[src/rtl/writeback_unit_pkg.sv]
`default_nettype none
// ============================================================================
// Module   : writeback_unit_pkg
// Purpose  : Shared types for the multi-lane writeback stage.
// Revision : 1.0 - initial release
// ============================================================================
package writeback_unit_pkg;

    typedef enum logic [1:0] {
        WB_NONE = 2'd0,
        WB_ALU  = 2'd1,
        WB_LOAD = 2'd2
    } wb_kind_t;

    typedef enum logic [1:0] {
        LD_B = 2'd0,
        LD_H = 2'd1,
        LD_W = 2'd2
    } ld_size_t;

    typedef enum logic [1:0] {
        IDLE   = 2'd0,
        HOLD   = 2'd1,
        COMMIT = 2'd2
    } wb_state_t;

    // Per-lane held control; destination and value are sized by the
    // instantiating module and stored alongside this entry.
    typedef struct packed {
        wb_kind_t kind;
        ld_size_t size;
        logic     sign;
        logic [1:0] off;
    } wb_ctrl_t;

    function automatic logic kind_writes(input wb_kind_t k);
        return (k == WB_ALU) || (k == WB_LOAD);
    endfunction

endpackage
`default_nettype wire

[src/rtl/writeback_unit_if.sv]
`default_nettype none
// ============================================================================
// Module   : writeback_unit_if
// Purpose  : Bundle, data-response and register-file write bus of the
//            writeback stage.
// Revision : 1.0 - initial release
// ============================================================================
interface writeback_unit_if #(
    parameter int LANES          = 2,
    parameter int DATA_WIDTH     = 32,
    parameter int REG_ADDR_WIDTH = 5
);
    logic                             in_valid;
    logic                             in_ready;
    logic [LANES*2-1:0]               in_kind;
    logic [LANES*REG_ADDR_WIDTH-1:0]  in_dst;
    logic [LANES*DATA_WIDTH-1:0]      in_val;
    logic [LANES*2-1:0]               in_ldsize;
    logic [LANES-1:0]                 in_ldsign;
    logic [LANES*2-1:0]               in_ldoff;
    logic [LANES-1:0]                 dresp_valid;
    logic [LANES*DATA_WIDTH-1:0]      dresp_data;
    logic [LANES-1:0]                 wr_en;
    logic [LANES*REG_ADDR_WIDTH-1:0]  wr_reg;
    logic [LANES*DATA_WIDTH-1:0]      wr_word;
    logic                             busy;

    modport master (
        output in_valid, in_kind, in_dst, in_val, in_ldsize, in_ldsign,
               in_ldoff, dresp_valid, dresp_data,
        input  in_ready, wr_en, wr_reg, wr_word, busy
    );

    modport slave (
        input  in_valid, in_kind, in_dst, in_val, in_ldsize, in_ldsign,
               in_ldoff, dresp_valid, dresp_data,
        output in_ready, wr_en, wr_reg, wr_word, busy
    );
endinterface
`default_nettype wire

[src/rtl/writeback_unit_load_align.sv]
`default_nettype none
// ============================================================================
// Module   : writeback_unit_load_align
// Purpose  : Aligns and extends raw load data. Byte/half handling is built
//            only with WB_SUBWORD_LOAD_EN; otherwise data passes through.
// Revision : 1.0 - initial release
// ============================================================================
module writeback_unit_load_align
    import writeback_unit_pkg::*;
#(
    parameter int DATA_WIDTH = 32
) (
    input  logic [DATA_WIDTH-1:0] i_data,
    input  ld_size_t              i_size,
    input  logic                  i_sign,
    input  logic [1:0]            i_off,
    output logic [DATA_WIDTH-1:0] o_data
);

`ifdef WB_SUBWORD_LOAD_EN
    logic [7:0]  w_byte;
    logic [15:0] w_half;

    always_comb begin
        w_byte = i_data[{i_off, 3'b000} +: 8];
        w_half = i_data[{i_off[1], 4'b0000} +: 16];
        case (i_size)
            LD_B:    o_data = {{(DATA_WIDTH-8){i_sign & w_byte[7]}}, w_byte};
            LD_H:    o_data = {{(DATA_WIDTH-16){i_sign & w_half[15]}}, w_half};
            default: o_data = i_data;
        endcase
    end
`else
    logic w_unused;
    assign w_unused = ^{i_size, i_sign, i_off};
    assign o_data   = i_data;
`endif

endmodule
`default_nettype wire

[src/rtl/writeback_unit.sv]
`default_nettype none
// ============================================================================
// Module   : writeback_unit
// Purpose  : Multi-lane writeback stage: holds a bundle until all load lanes
//            have data, then commits every lane in one cycle (youngest wins).
//            Optional macro: WB_SUBWORD_LOAD_EN (byte/half load alignment).
// Revision : 1.0 - initial release
// ============================================================================
module writeback_unit
    import writeback_unit_pkg::*;
#(
    parameter int LANES          = 2,
    parameter int DATA_WIDTH     = 32,
    parameter int REG_ADDR_WIDTH = 5
) (
    input  logic             clk,
    input  logic             reset,
    writeback_unit_if.slave  bus
);

    wb_state_t                 r_state;
    wb_state_t                 w_state_next;
    wb_ctrl_t                  r_ctrl [LANES];
    logic [REG_ADDR_WIDTH-1:0] r_dst  [LANES];
    logic [DATA_WIDTH-1:0]     r_val  [LANES];
    logic                      r_wait [LANES];
    logic [DATA_WIDTH-1:0]     w_aligned [LANES];
    logic [LANES-1:0]          w_in_load;
    logic [LANES-1:0]          w_capture;
    logic [LANES-1:0]          w_win;
    logic                      w_accept;
    logic                      w_wait_left;

    assign bus.in_ready = (r_state == IDLE) || (r_state == COMMIT);
    assign bus.busy     = (r_state == HOLD);
    assign w_accept     = bus.in_valid && bus.in_ready;

    generate
        for (genvar i = 0; i < LANES; i++) begin : g_lane
            assign w_in_load[i] = (bus.in_kind[2*i +: 2] == WB_LOAD);
            // Only HOLD can capture, so an accept-cycle response never counts.
            assign w_capture[i] = (r_state == HOLD) && r_wait[i] && bus.dresp_valid[i];

            writeback_unit_load_align #(
                .DATA_WIDTH (DATA_WIDTH)
            ) u_align (
                .i_data (bus.dresp_data[DATA_WIDTH*i +: DATA_WIDTH]),
                .i_size (r_ctrl[i].size),
                .i_sign (r_ctrl[i].sign),
                .i_off  (r_ctrl[i].off),
                .o_data (w_aligned[i])
            );

            always_ff @(posedge clk) begin
                if (reset) begin
                    r_wait[i] <= 1'b0;
                    r_ctrl[i] <= '0;
                    r_dst[i]  <= '0;
                    r_val[i]  <= '0;
                end else if (w_accept) begin
                    r_wait[i]      <= w_in_load[i];
                    r_ctrl[i].kind <= wb_kind_t'(bus.in_kind[2*i +: 2]);
                    r_ctrl[i].size <= ld_size_t'(bus.in_ldsize[2*i +: 2]);
                    r_ctrl[i].sign <= bus.in_ldsign[i];
                    r_ctrl[i].off  <= bus.in_ldoff[2*i +: 2];
                    r_dst[i]       <= bus.in_dst[REG_ADDR_WIDTH*i +: REG_ADDR_WIDTH];
                    r_val[i]       <= bus.in_val[DATA_WIDTH*i +: DATA_WIDTH];
                end else if (w_capture[i]) begin
                    r_wait[i] <= 1'b0;
                    r_val[i]  <= w_aligned[i];
                end
            end
        end
    endgenerate

    always_comb begin
        w_wait_left = 1'b0;
        for (int i = 0; i < LANES; i++) begin
            if (r_wait[i] && !w_capture[i]) begin
                w_wait_left = 1'b1;
            end
        end
    end

    always_ff @(posedge clk) begin
        if (reset) begin
            r_state <= IDLE;
        end else begin
            r_state <= w_state_next;
        end
    end

    always_comb begin
        w_state_next = r_state;
        case (r_state)
            IDLE, COMMIT: begin
                if (w_accept) begin
                    w_state_next = (|w_in_load) ? HOLD : COMMIT;
                end else begin
                    w_state_next = IDLE;
                end
            end
            HOLD: begin
                if (!w_wait_left) begin
                    w_state_next = COMMIT;
                end
            end
            default: w_state_next = IDLE;
        endcase
    end

    // A lane loses to any younger lane in the bundle writing the same register.
    always_comb begin
        w_win = '0;
        for (int i = 0; i < LANES; i++) begin
            w_win[i] = kind_writes(r_ctrl[i].kind) && (r_dst[i] != '0);
            for (int j = i + 1; j < LANES; j++) begin
                if (kind_writes(r_ctrl[j].kind) && (r_dst[j] == r_dst[i])) begin
                    w_win[i] = 1'b0;
                end
            end
        end
    end

    always_comb begin
        bus.wr_en   = '0;
        bus.wr_reg  = '0;
        bus.wr_word = '0;
        if (r_state == COMMIT) begin
            for (int i = 0; i < LANES; i++) begin
                if (w_win[i]) begin
                    bus.wr_en[i]                                    = 1'b1;
                    bus.wr_reg[REG_ADDR_WIDTH*i +: REG_ADDR_WIDTH]  = r_dst[i];
                    bus.wr_word[DATA_WIDTH*i +: DATA_WIDTH]         = r_val[i];
                end
            end
        end
    end

endmodule
`default_nettype wire

[src/flat_wrapper.sv]
// flat-port wrapper written by rule: the top's interface ports become plain ports
module writeback_unit_flat import writeback_unit_pkg::*;
#(
    parameter int LANES          = 2,
    parameter int DATA_WIDTH     = 32,
    parameter int REG_ADDR_WIDTH = 5
)
  (clk, reset, bus_in_valid, bus_in_kind, bus_in_dst, bus_in_val, bus_in_ldsize, bus_in_ldsign, bus_in_ldoff, bus_dresp_valid, bus_dresp_data, bus_in_ready, bus_wr_en, bus_wr_reg, bus_wr_word, bus_busy);
  writeback_unit_if #(.LANES(LANES), .DATA_WIDTH(DATA_WIDTH), .REG_ADDR_WIDTH(REG_ADDR_WIDTH)) bus_i ();
  input  logic clk;
  input  logic reset;
  input wire logic [$bits(bus_i.in_valid)-1:0] bus_in_valid;
  input wire logic [$bits(bus_i.in_kind)-1:0] bus_in_kind;
  input wire logic [$bits(bus_i.in_dst)-1:0] bus_in_dst;
  input wire logic [$bits(bus_i.in_val)-1:0] bus_in_val;
  input wire logic [$bits(bus_i.in_ldsize)-1:0] bus_in_ldsize;
  input wire logic [$bits(bus_i.in_ldsign)-1:0] bus_in_ldsign;
  input wire logic [$bits(bus_i.in_ldoff)-1:0] bus_in_ldoff;
  input wire logic [$bits(bus_i.dresp_valid)-1:0] bus_dresp_valid;
  input wire logic [$bits(bus_i.dresp_data)-1:0] bus_dresp_data;
  output wire logic [$bits(bus_i.in_ready)-1:0] bus_in_ready;
  output wire logic [$bits(bus_i.wr_en)-1:0] bus_wr_en;
  output wire logic [$bits(bus_i.wr_reg)-1:0] bus_wr_reg;
  output wire logic [$bits(bus_i.wr_word)-1:0] bus_wr_word;
  output wire logic [$bits(bus_i.busy)-1:0] bus_busy;
  assign bus_i.in_valid = bus_in_valid;
  assign bus_i.in_kind = bus_in_kind;
  assign bus_i.in_dst = bus_in_dst;
  assign bus_i.in_val = bus_in_val;
  assign bus_i.in_ldsize = bus_in_ldsize;
  assign bus_i.in_ldsign = bus_in_ldsign;
  assign bus_i.in_ldoff = bus_in_ldoff;
  assign bus_i.dresp_valid = bus_dresp_valid;
  assign bus_i.dresp_data = bus_dresp_data;
  assign bus_in_ready = bus_i.in_ready;
  assign bus_wr_en = bus_i.wr_en;
  assign bus_wr_reg = bus_i.wr_reg;
  assign bus_wr_word = bus_i.wr_word;
  assign bus_busy = bus_i.busy;
  writeback_unit #(.LANES(LANES), .DATA_WIDTH(DATA_WIDTH), .REG_ADDR_WIDTH(REG_ADDR_WIDTH)) u_core (.clk(clk), .reset(reset), .bus(bus_i));
endmodule
[config.mk]
export PLATFORM = sky130hd
export DESIGN_NAME = writeback_unit_flat
export DESIGN_NICKNAME = d
export VERILOG_FILES = /design/src/rtl/writeback_unit_pkg.sv /design/src/rtl/writeback_unit_if.sv /design/src/rtl/writeback_unit_load_align.sv /design/src/rtl/writeback_unit.sv /design/src/flat_wrapper.sv
export SDC_FILE = /design/constraint.sdc
export NUM_CORES = 1
export LEC_CHECK = 0
export ABC_CLOCK_PERIOD_IN_PS = 9450
export CAP_MARGIN = 20
export CORE_ASPECT_RATIO = 1.75
export CORE_MARGIN = 5
export CORE_UTILIZATION = 41
export CTS_CLUSTER_DIAMETER = 40
export DETAILED_ROUTE_END_ITERATION = 10
export PLACE_DENSITY = 0.95
export SLEW_MARGIN = 25
export SYNTH_ARGS = -nofsm -noshare
export SYNTH_HDL_FRONTEND = slang
export SYNTH_SLANG_ARGS = --single-unit
export TNS_END_PERCENT = 20
[constraint.sdc]
create_clock -name clk -period 9.45 [get_ports clk]
set_input_delay 1.4175 -clock clk [delete_from_list [all_inputs] [get_ports clk]]
set_output_delay 1.4175 -clock clk [all_outputs]
set_load 0.02 [all_outputs]
==> Yosys cells after proc, flatten, opt, wreduce, memory -nomap -nowiden <==
Memories as Yosys holds them, arrays and structs flattened.
Cells that the tools add are included.
{ "classes": {"n_addsub": 0, "mul": 0, "n_div": 0, "n_lt_le_gt_ge": 0, "eq_ne": 10, "n_shift": 0, "mux": 47, "bitwise": 18, "n_reduce_logical": 20} }
{ "ops": {"columns": ["op", "count"], "rows": [
  ["two-way mux 32 bit", 6],
  ["two-way mux 64 bit", 1],
  ["two-way mux 1 bit", 24],
  ["two-way mux 2 bit", 10],
  ["two-way mux 5 bit", 4],
  ["bitwise OR 1 bit", 18],
  ["== test 2 bit, second input constant", 5],
  ["logical AND 1 bit", 10],
  ["two-way mux 10 bit", 1],
  ["nonzero test 5 bit", 2],
  ["== test 2 x 1 -> 1 bit, second input constant", 3],
  ["== test 5 bit", 1],
  ["one-hot mux 2 bit (2 select lines)", 1],
  ["OR reduction 2 bit", 2],
  ["logical OR 1 bit", 3],
  ["logical NOT 1 bit", 2],
  ["logical NOT 2 bit", 1],
  ["inequality test 2 bit, second input constant", 1]
]} }
{ "word_totals": {"ff_bits": 2, "latchBits": 0, "mem_bits_rw": 90, "romBits": 0, "in_bits": 157, "elab_cells": 100, "n_memories": 4} }
{ "memory_table": {"columns": ["memory", "depth", "width", "rd", "rd_clocked_by_memory_dff", "write_ports", "line_no", "source"], "rows": [
  ["u_core.r_val", 2, 32, 2, 0, 2, "writeback_unit.sv:25", "logic [DATA_WIDTH-1:0] r_val [LANES];"],
  ["u_core.r_ctrl", 2, 7, 2, 0, 2, "writeback_unit.sv:23", "wb_ctrl_t r_ctrl [LANES];"],
  ["u_core.r_dst", 2, 5, 2, 0, 2, "writeback_unit.sv:24", "logic [REG_ADDR_WIDTH-1:0] r_dst [LANES];"],
  ["u_core.r_wait", 2, 1, 2, 0, 2, "writeback_unit.sv:26", "logic r_wait [LANES];"]
]} }

==> Logic depth before layout (Yosys ltp) <==
Gate-level depths: netlist (run 1).
{ "logic_depth": {"depth_word": 9, "mapped_depth": 6, "mapped_depth_nobuf": 4} }

==> Modules after synthesis <==
Synthesis (run 1) repeated with hierarchy kept, for this count alone.
{ "hier_totals": {"hier_cells": 423, "hier_area_um2": 4912.2} }
{ "by_module_without_submodules": {"columns": ["module", "n_inst", "cells_per_inst", "area_each_um2", "seq_area_each_um2"], "rows": [
  ["writeback_unit", 1, 359, 4431.8, 2742.6],
  ["writeback_unit_load_align", 2, 32, 240.2, 0.0]
]} }

==> Worst setup path before layout (run 1) <==
Ideal clock, no wire load.
{ "synth_path": {"path_kind": "input to register", "start": "input port bus_dresp_valid[0]", "end": "memory u_core.r_val[0][0], enable pin", "t_arrival_ps": 3844, "t_required_ps": 8981, "slack_ps": 5137, "path_stages": 2, "n_path_buf": 0, "path_cell_list": "nand2_1 o21ai_0"} }
{ "synth_rtl": {"columns": ["item", "line_no", "source"], "rows": [
  ["start, declared", "flat_wrapper.sv:19", "input wire logic [$bits(bus_i.dresp_valid)-1:0] bus_dresp_valid;"],
  ["end, declared", "writeback_unit.sv:25", null]
]} }

==> flow_metrics.env, run 1 <==
export IMPL_ant_nets=0
export IMPL_grt_pass1_wl_um=17990
export IMPL_clock_path_buffers=2
export IMPL_synth_compound_area_share_pct=15.45
export IMPL_combPwrFrac_pct=15.4
export IMPL_utilization_pct=68.72
export IMPL_yosysTopAreaCell="edfxtp_1"
export IMPL_post_route_period_util_pct=42.57
export IMPL_hold_ws_ns=0.6737
export IMPL_initial_core_util_pct=41.69
export IMPL_grt_usage_pct=19.14
export IMPL_area_growth_pct=64.84
export IMPL_worstMarginPinSlew_ns=0.9832
export IMPL_finalWirelength_um=12150
export IMPL_pwr_share_seq_pct=48.2
export IMPL_holdPathStages=3
export IMPL_fmax_mhz=248.6
export IMPL_synth_top_family_by_area="simple AND/OR/NAND/NOR gates"
export IMPL_switching_share_pct=21.59
export IMPL_dpl_cell_count=668
export IMPL_internal_power_uw=721.1
export IMPL_synthTopCellsByArea="edfxtp_1 59%, a22o_1 14%, and2_4 5.4%"
export IMPL_slew_violations=0
export IMPL_ys_seq_area_share_pct=59.84
export IMPL_outcome="complete, no violations"
export IMPL_synthCells=339
export IMPL_cts_setup_buffers=0
export IMPL_worstSetupEndpointType="primary output"
export IMPL_vdd_drop_max_v=0.0001015
export IMPL_final_common_cell="clkdlybuf4s50_1"
export IMPL_ff2ff_setup_slack_ns=7.34
export IMPL_total_leakage_power_uw=0.002570
export IMPL_clkSlewWorstSetupHoldPaths_ns=0.06
export IMPL_cts_root_buffer="clkbuf_16"
export IMPL_netlist_cell_type_count=30
export IMPL_maxCapViolCount=0
export IMPL_synthSimpleGateAreaFrac_pct=18.85
export IMPL_setup_violations=0
export IMPL_cts_tree="yes"
export IMPL_regToRegStartpoint="u_core.r_state[0]"
export IMPL_cts_made_buffers=9
export IMPL_gp_congestion=0.8187
export IMPL_drtIter0Drc=98
export IMPL_syn_area_per_cell_um2=12.04
export IMPL_io_pins=235
export IMPL_htree_levels=3
export IMPL_crit_chain="xnor2_1 > a211oi_4 > buf_6 > nand2_1 > nor2_1 > clkdlybuf4s50_1"
export IMPL_via_count=3442
export IMPL_finalNetCount=712
export IMPL_wire_per_inst_um=17.74
export IMPL_crit_fanout=20
export IMPL_yosysTopAreaCellShare_pct=58.86
export IMPL_grt_antenna_before_repair=0
export IMPL_synth_xor_area_share_pct=1.502
export IMPL_die_w_um=85.42
export IMPL_dp_hpwl_um=9548
export IMPL_hold_start="u_core.r_state[0]"
export IMPL_port_buffers=224
export IMPL_yosys_warnings=0
export IMPL_power_total_uw=919.6
export IMPL_setup_worst_path_start_class="flip-flop"
export IMPL_holdCritPathClass="reg2reg"
export IMPL_core_area_um2=9789
export IMPL_clock_skew_ns=0.008935
export IMPL_final_layout_size_suffix_gt1_share_pct=10.00
export IMPL_syn_area_um2=4081
export IMPL_final_cells=685
export IMPL_rsz0062_at_grt="false"
export IMPL_slowest_delay_ns=0.64
export IMPL_yosys_register_bits=82
export IMPL_cp_required_ns=8.03
export IMPL_cp_slowest_cell="clkdlybuf4s50_1"
export IMPL_grt_max_degree=58
export IMPL_criticalPathCategory="reg2out"
export IMPL_firstDrtPassIters=4
export IMPL_antenna_cells=0
export IMPL_die_area_um2=12130
export IMPL_power_density_nw_per_um2=136.7
export IMPL_p_switching_uw=198.6
export IMPL_layout_common_cells="224 x clkdlybuf4s50_1, 80 x edfxtp_1, 64 x a22o_1, 41 x nor2_1, 39 x nand2_1"
export IMPL_fin_tns_setup_ns=0
export IMPL_grt_overflow=0
export IMPL_first_global_vias=3651
export IMPL_clk_latency_ns=0.33
export IMPL_hold_buffers=0
export IMPL_crit_arrival_ns=2.61
export IMPL_power_frac_clock_pct=36.5
export IMPL_min_period_ns=4.023
export IMPL_maxSlewHeadroom_pct=34.21
export IMPL_hold_viol_final=0
export IMPL_synth_nets=496
export IMPL_vias_per_cell=5.025
export IMPL_hold_end="u_core.r_state[1]"
export IMPL_r2r_end="u_core.r_val[0][6]"
export IMPL_cts_resized=0
export IMPL_clock_sinks=82
export IMPL_synth_fa_ha_area_share_pct=0
export IMPL_synthMuxAreaShare_pct=0
export IMPL_drc_errors=0
export IMPL_dieHeight_um=142.0
export IMPL_placementRows=48
export IMPL_r2r_cells=4
-- worst max-delay path: cells and delay by family, from the launching register on --
family,cells,cell delay [ns]
buffers and inverters,2,0.91
flip-flops,1,0.38
AO/OA/AOI/OAI,1,0.58
XOR/XNOR,1,0.20
AND/OR/NAND/NOR,2,0.19
-- metrics by stage --
| step | area (um2) | worst slack, ns |
|---|---|---|
| 6_report | 6728 | 5.427 |
| 3_3_place_gp | 6406 | 5.532 |
| 3_5_place_dp | 6429 | 5.754 |
| 2_1_floorplan | 4081 | 5.137 |
| 5_1_grt | 6728 | 5.304 |
| 4_1_cts | 6716 | 5.398 |
-- layer usage --
metal,wire length [um],vias up,track usage [%]
met2,6815,154,36.68
li1,-,1657,-
met3,964,28,5.736
met4,420,0,8.340
met5,0,-,0
met1,3950,1603,18.34
-- logic make-up after synthesis --
logic type,Yosys count
XOR/XNOR,7
AO/OA/AOI/OAI,73
buffers and inverters,34
flip-flops,82
AND/OR/NAND/NOR,143
-- worst max-delay path by stage --
stage                              from             endpoint  slack (ns)  cells after the start
finish              u_core.r_ctrl[0][5]      bus_wr_word[10]        5.43                      6
global route        u_core.r_ctrl[0][6]       bus_wr_word[9]        5.30                      6
CTS                 u_core.r_ctrl[0][5]      bus_wr_word[10]        5.40                      6
detailed placement         bus_in_valid  u_core.r_ctrl[0][5]        5.75                      6
global placement    u_core.r_ctrl[0][5]      bus_wr_word[26]        5.53                      5
floorplan            bus_dresp_valid[0]   u_core.r_val[0][0]        5.14                      2
-- final cells by class --
type | count | area, um2
inverter | 9 | 33.78
multi-input combinational | 223 | 1509
fill | 686 | 3062
sequential | 82 | 2442
clock buffer | 11 | 232.7
timing repair buffer | 230 | 2298
clock inverter | 5 | 55.05
tap | 125 | 156.4
-- synthesized netlist by cell type --
cell type and n:
a211oi_1 1, a211oi_2 1, a21oi_1 1, a22o_1 64
a22oi_1 1, and2_1 20, and2_2 4, and2_4 25
and3_1 2, buf_2 19, buf_4 1, buf_6 3
clkbuf_1 2, dfxtp_1 2, edfxtp_1 80, inv_1 9
nand2_1 39, nand2b_1 2, nand4_1 1, nor2_1 41
nor2b_1 3, nor3_1 1, nor3_2 2, nor4_1 2
o21a_4 1, o21ai_0 2, o22ai_1 2, or4_1 1
xnor2_1 6, xor2_1 1
-- sequential cells by signal, summed over array words and instances, names as in the netlist --
name,flops
u_core.r_val,64
u_core.r_dst,10
u_core.r_ctrl,4
u_core.r_state,2
u_core.r_wait,2
-- power groups by stage --
stage / clock, uW / combinational [uW] / sequential [uW]
after floorplan: 0 / 55.6 / 448
after detailed placement: 0 / 142 / 450
after global placement: 0 / 137 / 448
after global routing: 359 / 151 / 445
after CTS: 341 / 143 / 443
final: 335 / 141 / 443
Note: power is estimated with default switching activity, not from simulation.
==> run 2, diff against run 1 <==
--- a/config.mk
+++ b/config.mk
@@ -5,14 +5,14 @@
 export SDC_FILE = /design/constraint.sdc
 export NUM_CORES = 1
 export LEC_CHECK = 0
-export ABC_CLOCK_PERIOD_IN_PS = 9450
+export ABC_CLOCK_PERIOD_IN_PS = 3270
 export CAP_MARGIN = 20
 export CORE_ASPECT_RATIO = 1.75
 export CORE_MARGIN = 5
-export CORE_UTILIZATION = 41
+export CORE_UTILIZATION = 35
 export CTS_CLUSTER_DIAMETER = 40
 export DETAILED_ROUTE_END_ITERATION = 10
-export PLACE_DENSITY = 0.95
+export PLACE_DENSITY = 0.88
 export SLEW_MARGIN = 25
 export SYNTH_ARGS = -nofsm -noshare
 export SYNTH_HDL_FRONTEND = slang
==> constraint.sdc (replaced) <==
create_clock -name clk -period 3.27 [get_ports clk]
set_input_delay 0.4905 -clock clk [delete_from_list [all_inputs] [get_ports clk]]
set_output_delay 0.4905 -clock clk [all_outputs]
set_load 0.02 [all_outputs]
==> flow_metrics.env, run 2 (synthesis gave the netlist of run 1 again) <==
export IMPL_outcome="complete, no violations"
export IMPL_post_route_period_util_pct=90.15
export IMPL_crit_chain="nand2b_1 > nor2_1 > o21a_4 > and2_2 > clkdlybuf4s50_1"
export IMPL_fmax_mhz=339.2
export IMPL_die_w_um=91.63
export IMPL_slew_violations=0
export IMPL_maxCapViolCount=0
export IMPL_cts_root_buffer="clkbuf_16"
export IMPL_cp_required_ns=2.78
export IMPL_maxSlewHeadroom_pct=64.02
export IMPL_top_regs="u_core.r_val x64, u_core.r_dst x10, u_core.r_ctrl x4"
export IMPL_drc_errors=0
export IMPL_finalWirelength_um=11880
export IMPL_fin_tns_setup_ns=0
export IMPL_clkSlewWorstSetupHoldPaths_ns=0.06
export IMPL_grt_antenna_before_repair=0
export IMPL_grt_pass1_wl_um=18290
export IMPL_vdd_drop_max_v=0.0002955
export IMPL_rsz0062_at_grt="false"
export IMPL_power_total_uw=2918
export IMPL_initial_core_util_pct=35.44
export IMPL_cts_tree="yes"
export IMPL_finalNetCount=713
export IMPL_grt_overflow=0
export IMPL_layout_common_cells="224 x clkdlybuf4s50_1, 80 x edfxtp_1, 64 x a22o_1, 41 x nor2_1, 39 x nand2_1"
export IMPL_dieHeight_um=152.9
export IMPL_final_cells=696
export IMPL_internal_power_uw=2324
export IMPL_wire_per_inst_um=17.07
export IMPL_holdCritPathClass="reg2reg"
export IMPL_cts_setup_buffers=0
export IMPL_p_switching_uw=593.8
export IMPL_cts_made_buffers=9
export IMPL_utilization_pct=59.29
export IMPL_firstDrtPassIters=4
export IMPL_grt_usage_pct=16.65
export IMPL_clk_latency_ns=0.33
export IMPL_hold_start="u_core.r_state[0]"
export IMPL_met2_usage_pct=31.08
export IMPL_criticalPathCategory="reg2out"
export IMPL_crit_fanout=33
export IMPL_min_period_ns=2.948
export IMPL_worstMarginPinSlew_ns=0.5348
export IMPL_crit_arrival_ns=2.46
export IMPL_hold_buffers=0
export IMPL_via_count=3468
export IMPL_r2r_end="u_core.r_val[1][9]"
export IMPL_vias_per_cell=4.983
export IMPL_grt_max_degree=80
export IMPL_ff2ff_setup_slack_ns=1.65
export IMPL_setup_violations=0
export IMPL_hold_end="u_core.r_state[1]"
export IMPL_first_global_vias=3763
export IMPL_regToRegStartpoint="u_core.r_state[1]"
export IMPL_final_common_cell="clkdlybuf4s50_1"
export IMPL_die_area_um2=14010
export IMPL_use_met1_pct=16.73
export IMPL_worstSetupEndpointType="primary output"
export IMPL_area_growth_pct=67.29
export IMPL_ant_nets=0
export IMPL_power_frac_clock_pct=42.2
export IMPL_power_density_nw_per_um2=427.3
export IMPL_setup_worst_path_start_class="flip-flop"
export IMPL_port_buffers=224
export IMPL_clock_path_buffers=2
export IMPL_busiest_layer="met2"
export IMPL_drtIter0Drc=76
export IMPL_io_pins=235
export IMPL_total_leakage_power_uw=0.002616
export IMPL_dpl_cell_count=680
export IMPL_dp_hpwl_um=9240
export IMPL_pwr_share_seq_pct=43.8
export IMPL_antenna_cells=0
export IMPL_final_layout_size_suffix_gt1_share_pct=10.52
export IMPL_switching_share_pct=20.35
export IMPL_combPwrFrac_pct=14.0
export IMPL_htree_levels=3
export IMPL_cts_resized=0
export IMPL_placementRows=52
export IMPL_largest_register="u_core.r_val"
export IMPL_clock_sinks=82
export IMPL_clock_skew_ns=0.007483
export IMPL_hold_viol_final=0
export IMPL_core_area_um2=11520
export IMPL_largest_reg_flops=64
export IMPL_cp_slowest_cell="clkdlybuf4s50_1"
export IMPL_hold_ws_ns=0.6908
export IMPL_slowest_delay_ns=0.62
export IMPL_holdPathStages=3
export IMPL_r2r_cells=3
export IMPL_gp_congestion=0.7779
export IMPL_grt_util_met3_pct=4.870
## run 2: area by class of cell
class | count | area, um2
fill | 906 | 4688
sequential | 82 | 2442
timing repair buffer | 231 | 2307
multi-input combinational | 223 | 1509
clock buffer | 10 | 229.0
tap | 135 | 168.9
clock inverter | 6 | 137.6
inverter | 9 | 33.78
## run 2: worst max-delay path by stage
stage                          to          startpoint  slack, ns  cells past startpoint
2_1_floorplan  u_core.r_val[1][0]  bus_dresp_valid[1]      -0.12                      2
3_5_place_dp      bus_wr_word[32]   u_core.r_state[0]       0.63                      5
5_1_grt           bus_wr_word[32]   u_core.r_state[0]       0.11                      5
6_report          bus_wr_word[32]   u_core.r_state[0]       0.32                      5
3_3_place_gp      bus_wr_word[33]   u_core.r_state[0]       0.70                      5
4_1_cts           bus_wr_word[32]   u_core.r_state[0]       0.26                      5
## run 2: worst max-delay path, delay by kind of cell, from the launching register on
kind / cells / cell delay (ns)
buffers and inverters: 1 / 0.62
AOI/OAI and AO/OA: 1 / 0.40
DFF: 1 / 0.33
and+or+nand+nor: 3 / 0.76
## run 2: metal layers
layer,share of wire [%],wire (um)
met5,0,0
met4,2.5,299
met3,8.0,947
met2,55,6512
met1,35,4123
## run 2: power groups by stage
stage,logic (uW),clock network [uW],registers (uW)
6_report,408,1230,1280
5_1_grt,437,1300,1290
4_1_cts,414,1250,1280
3_5_place_dp,412,0,1300
3_3_place_gp,401,0,1300
2_1_floorplan,161,0,1290
## run 2: stage by stage
stage,cell area (um2),setup WS (ns)
6_report,6828,0.3222
5_1_grt,6828,0.1089
4_1_cts,6828,0.2623
3_5_place_dp,6461,0.6291
3_3_place_gp,6461,0.7043
2_1_floorplan,4081,-0.1157
==> RTL edit: new RTL, flow settings as in run 2 <==
`LANES` is set to 2 in 3 places; all go to 1.
--- a/src/rtl/writeback_unit_if.sv
+++ b/src/rtl/writeback_unit_if.sv
@@ -6,7 +6,7 @@
 // Revision : 1.0 - initial release
 // ============================================================================
 interface writeback_unit_if #(
-    parameter int LANES          = 2,
+    parameter int LANES          = 1,
     parameter int DATA_WIDTH     = 32,
     parameter int REG_ADDR_WIDTH = 5
 );
--- a/src/rtl/writeback_unit.sv
+++ b/src/rtl/writeback_unit.sv
@@ -9,7 +9,7 @@
 module writeback_unit
     import writeback_unit_pkg::*;
 #(
-    parameter int LANES          = 2,
+    parameter int LANES          = 1,
     parameter int DATA_WIDTH     = 32,
     parameter int REG_ADDR_WIDTH = 5
 ) (
--- a/src/flat_wrapper.sv
+++ b/src/flat_wrapper.sv
@@ -1,7 +1,7 @@
 // flat-port wrapper written by rule: the top's interface ports become plain ports
 module writeback_unit_flat import writeback_unit_pkg::*;
 #(
-    parameter int LANES          = 2,
+    parameter int LANES          = 1,
     parameter int DATA_WIDTH     = 32,
     parameter int REG_ADDR_WIDTH = 5
 )
Ports: changed (11 resized); port bits go from 235 to 120. The function was not compared with the original's and may differ.
==> RTL edit against run 2 <==
Via count down 53%. Register-to-register slack got worse by 210 ps. Sequential cell count shrank 40. Critical path depth down 1. Area after synthesis down 50%. Worst setup slack improved by 130 ps. Wire length shrank 52%. Critical endpoint is now bus_wr_word[5]. Combinational power down 52%. Cell area down 52%. Core utilization down 1.0 points. Total power is 61% lower.
==> RTL edit: results <==
[worst_setup_path]
crit_arrival_ps = 2330
reg2reg_slack_ps = 1440
ff2ff_path_depth = 4
r2r-end = "u_core.r_val[0][0]$_DFFE_PP_"
critPathMaxStageDelay_ps = 570
r2r-start = "u_core.r_state[0]$_SDFFE_PP0P_"

[place]
dpl_worst_slack_ps = 742.3
place_congestion = 0.7358
io_buffers = 114
hpwl_um = 4493

[min_path]
min_path_type = "flip-flop to flip-flop"

[yosys]
synth_edf_count = 40
ys_seq_area_share_pct = 61.05
ys_types = 24
yosysWarningCount = 0
ys_top_cells_by_area = "edfxtp_1 (59%), a22o_1 (14%), and3_1 (10%), and2_1 (4.0%), buf_6 (2.8%)"
synthTopCellsByCount = "edfxtp_1 (40), and3_1 (33), a22o_1 (32)"
synth_nets = 234

[pwr]
vdd_ir_drop_max_uv = 286.5
p_leak_nw = 1.330

[final_layout]
reg_top3 = "u_core.r_val: 32 flops, u_core.r_dst: 5 flops"
fin_nets = 343
layout-drive-gt1-share_pct = 4.943
n_antenna_cell = 0

[grt]
grt_pass1_wl_um = 8542
grtUsageTotal_pct = 15.54
antenna_found_initial = 0
first_global_vias = 1690
grt_max_degree = 40

[clocking]
clk_latency_ps = 280
cts_buffer_depth = 2
cts-buffers-inserted = 5
root_buffer = "clkbuf_8"
htree_num_levels = 2
clk_pin_slew_ps = 70

[drt]
drt_iter0_markers = 53
routedWlPerCell_um = 16.81
vias_per_cell = 4.838

[timing]
clock_skew_ps = 2.995
relSlewSlack_pct = 48.09

[outcome]
outcome = "finished clean"
-- RTL edit: through the flow --
stage               std cells  hold WS, ps  instance area, µm²
CTS                       339        606.9                3282
floorplan                 154        532.0                2033
global route              339        652.5                3282
finish                    339        615.1                3282
detailed placement        332        598.8                3206
global placement          332        580.2                3206
-- RTL edit: where the power goes --
part           switching, mW  internal (mW)
clock network          0.155          0.147
registers             0.0109          0.632
logic                 0.0746          0.122
-- RTL edit: worst max-delay path by stage --
| stage | startpoint | to | slack (ps) | cells after the start |
|---|---|---|---|---|
| floorplan | bus_in_valid | u_core.r_val[0][0]$_DFFE_PP_ | 1520 | 3 |
| global placement | u_core.r_dst[0][3]$_SDFFCE_PN0P_ | bus_wr_word[5] | 790 | 4 |
| detailed placement | u_core.r_dst[0][3]$_SDFFCE_PN0P_ | bus_wr_word[5] | 740 | 4 |
| CTS | u_core.r_dst[0][3]$_SDFFCE_PN0P_ | bus_wr_word[5] | 430 | 4 |
| global route | u_core.r_dst[0][3]$_SDFFCE_PN0P_ | bus_wr_word[5] | 240 | 4 |
| finish | u_core.r_dst[0][3]$_SDFFCE_PN0P_ | bus_wr_word[5] | 450 | 4 |
-- RTL edit: critical path: cells and delay by family, from the launching register on --
kind / cells / cell delay (ps)
buffers and inverters: 1 / 570
AND/OR/NAND/NOR: 3 / 1090
flip-flops: 1 / 390
-- RTL edit: cells by family after synthesis --
| kind of cell | synth area share (%) |
|---|---|
| flops | 61.05 |
| buf+inv | 5.231 |
| simple gates | 18.22 |
| xor+xnor | 0.4308 |
| compound gates | 15.08 |
-- RTL edit: layer usage --
layer,GRT usage (%),vias up,wire length (µm)
li1,-,810,-
met1,15.73,754,1926
met2,27.52,59,3166
met3,3.448,17,331
met4,9.079,0,275
met5,0,-,0
-- RTL edit: area by class of cell --
class | instances | area (µm²)
fill | 472 | 2349
sequential | 42 | 1241
timing repair buffer | 117 | 1176
multi-input combinational | 95 | 685.7
tap | 76 | 95.09
clock buffer | 7 | 76.32
inverter | 2 | 7.507
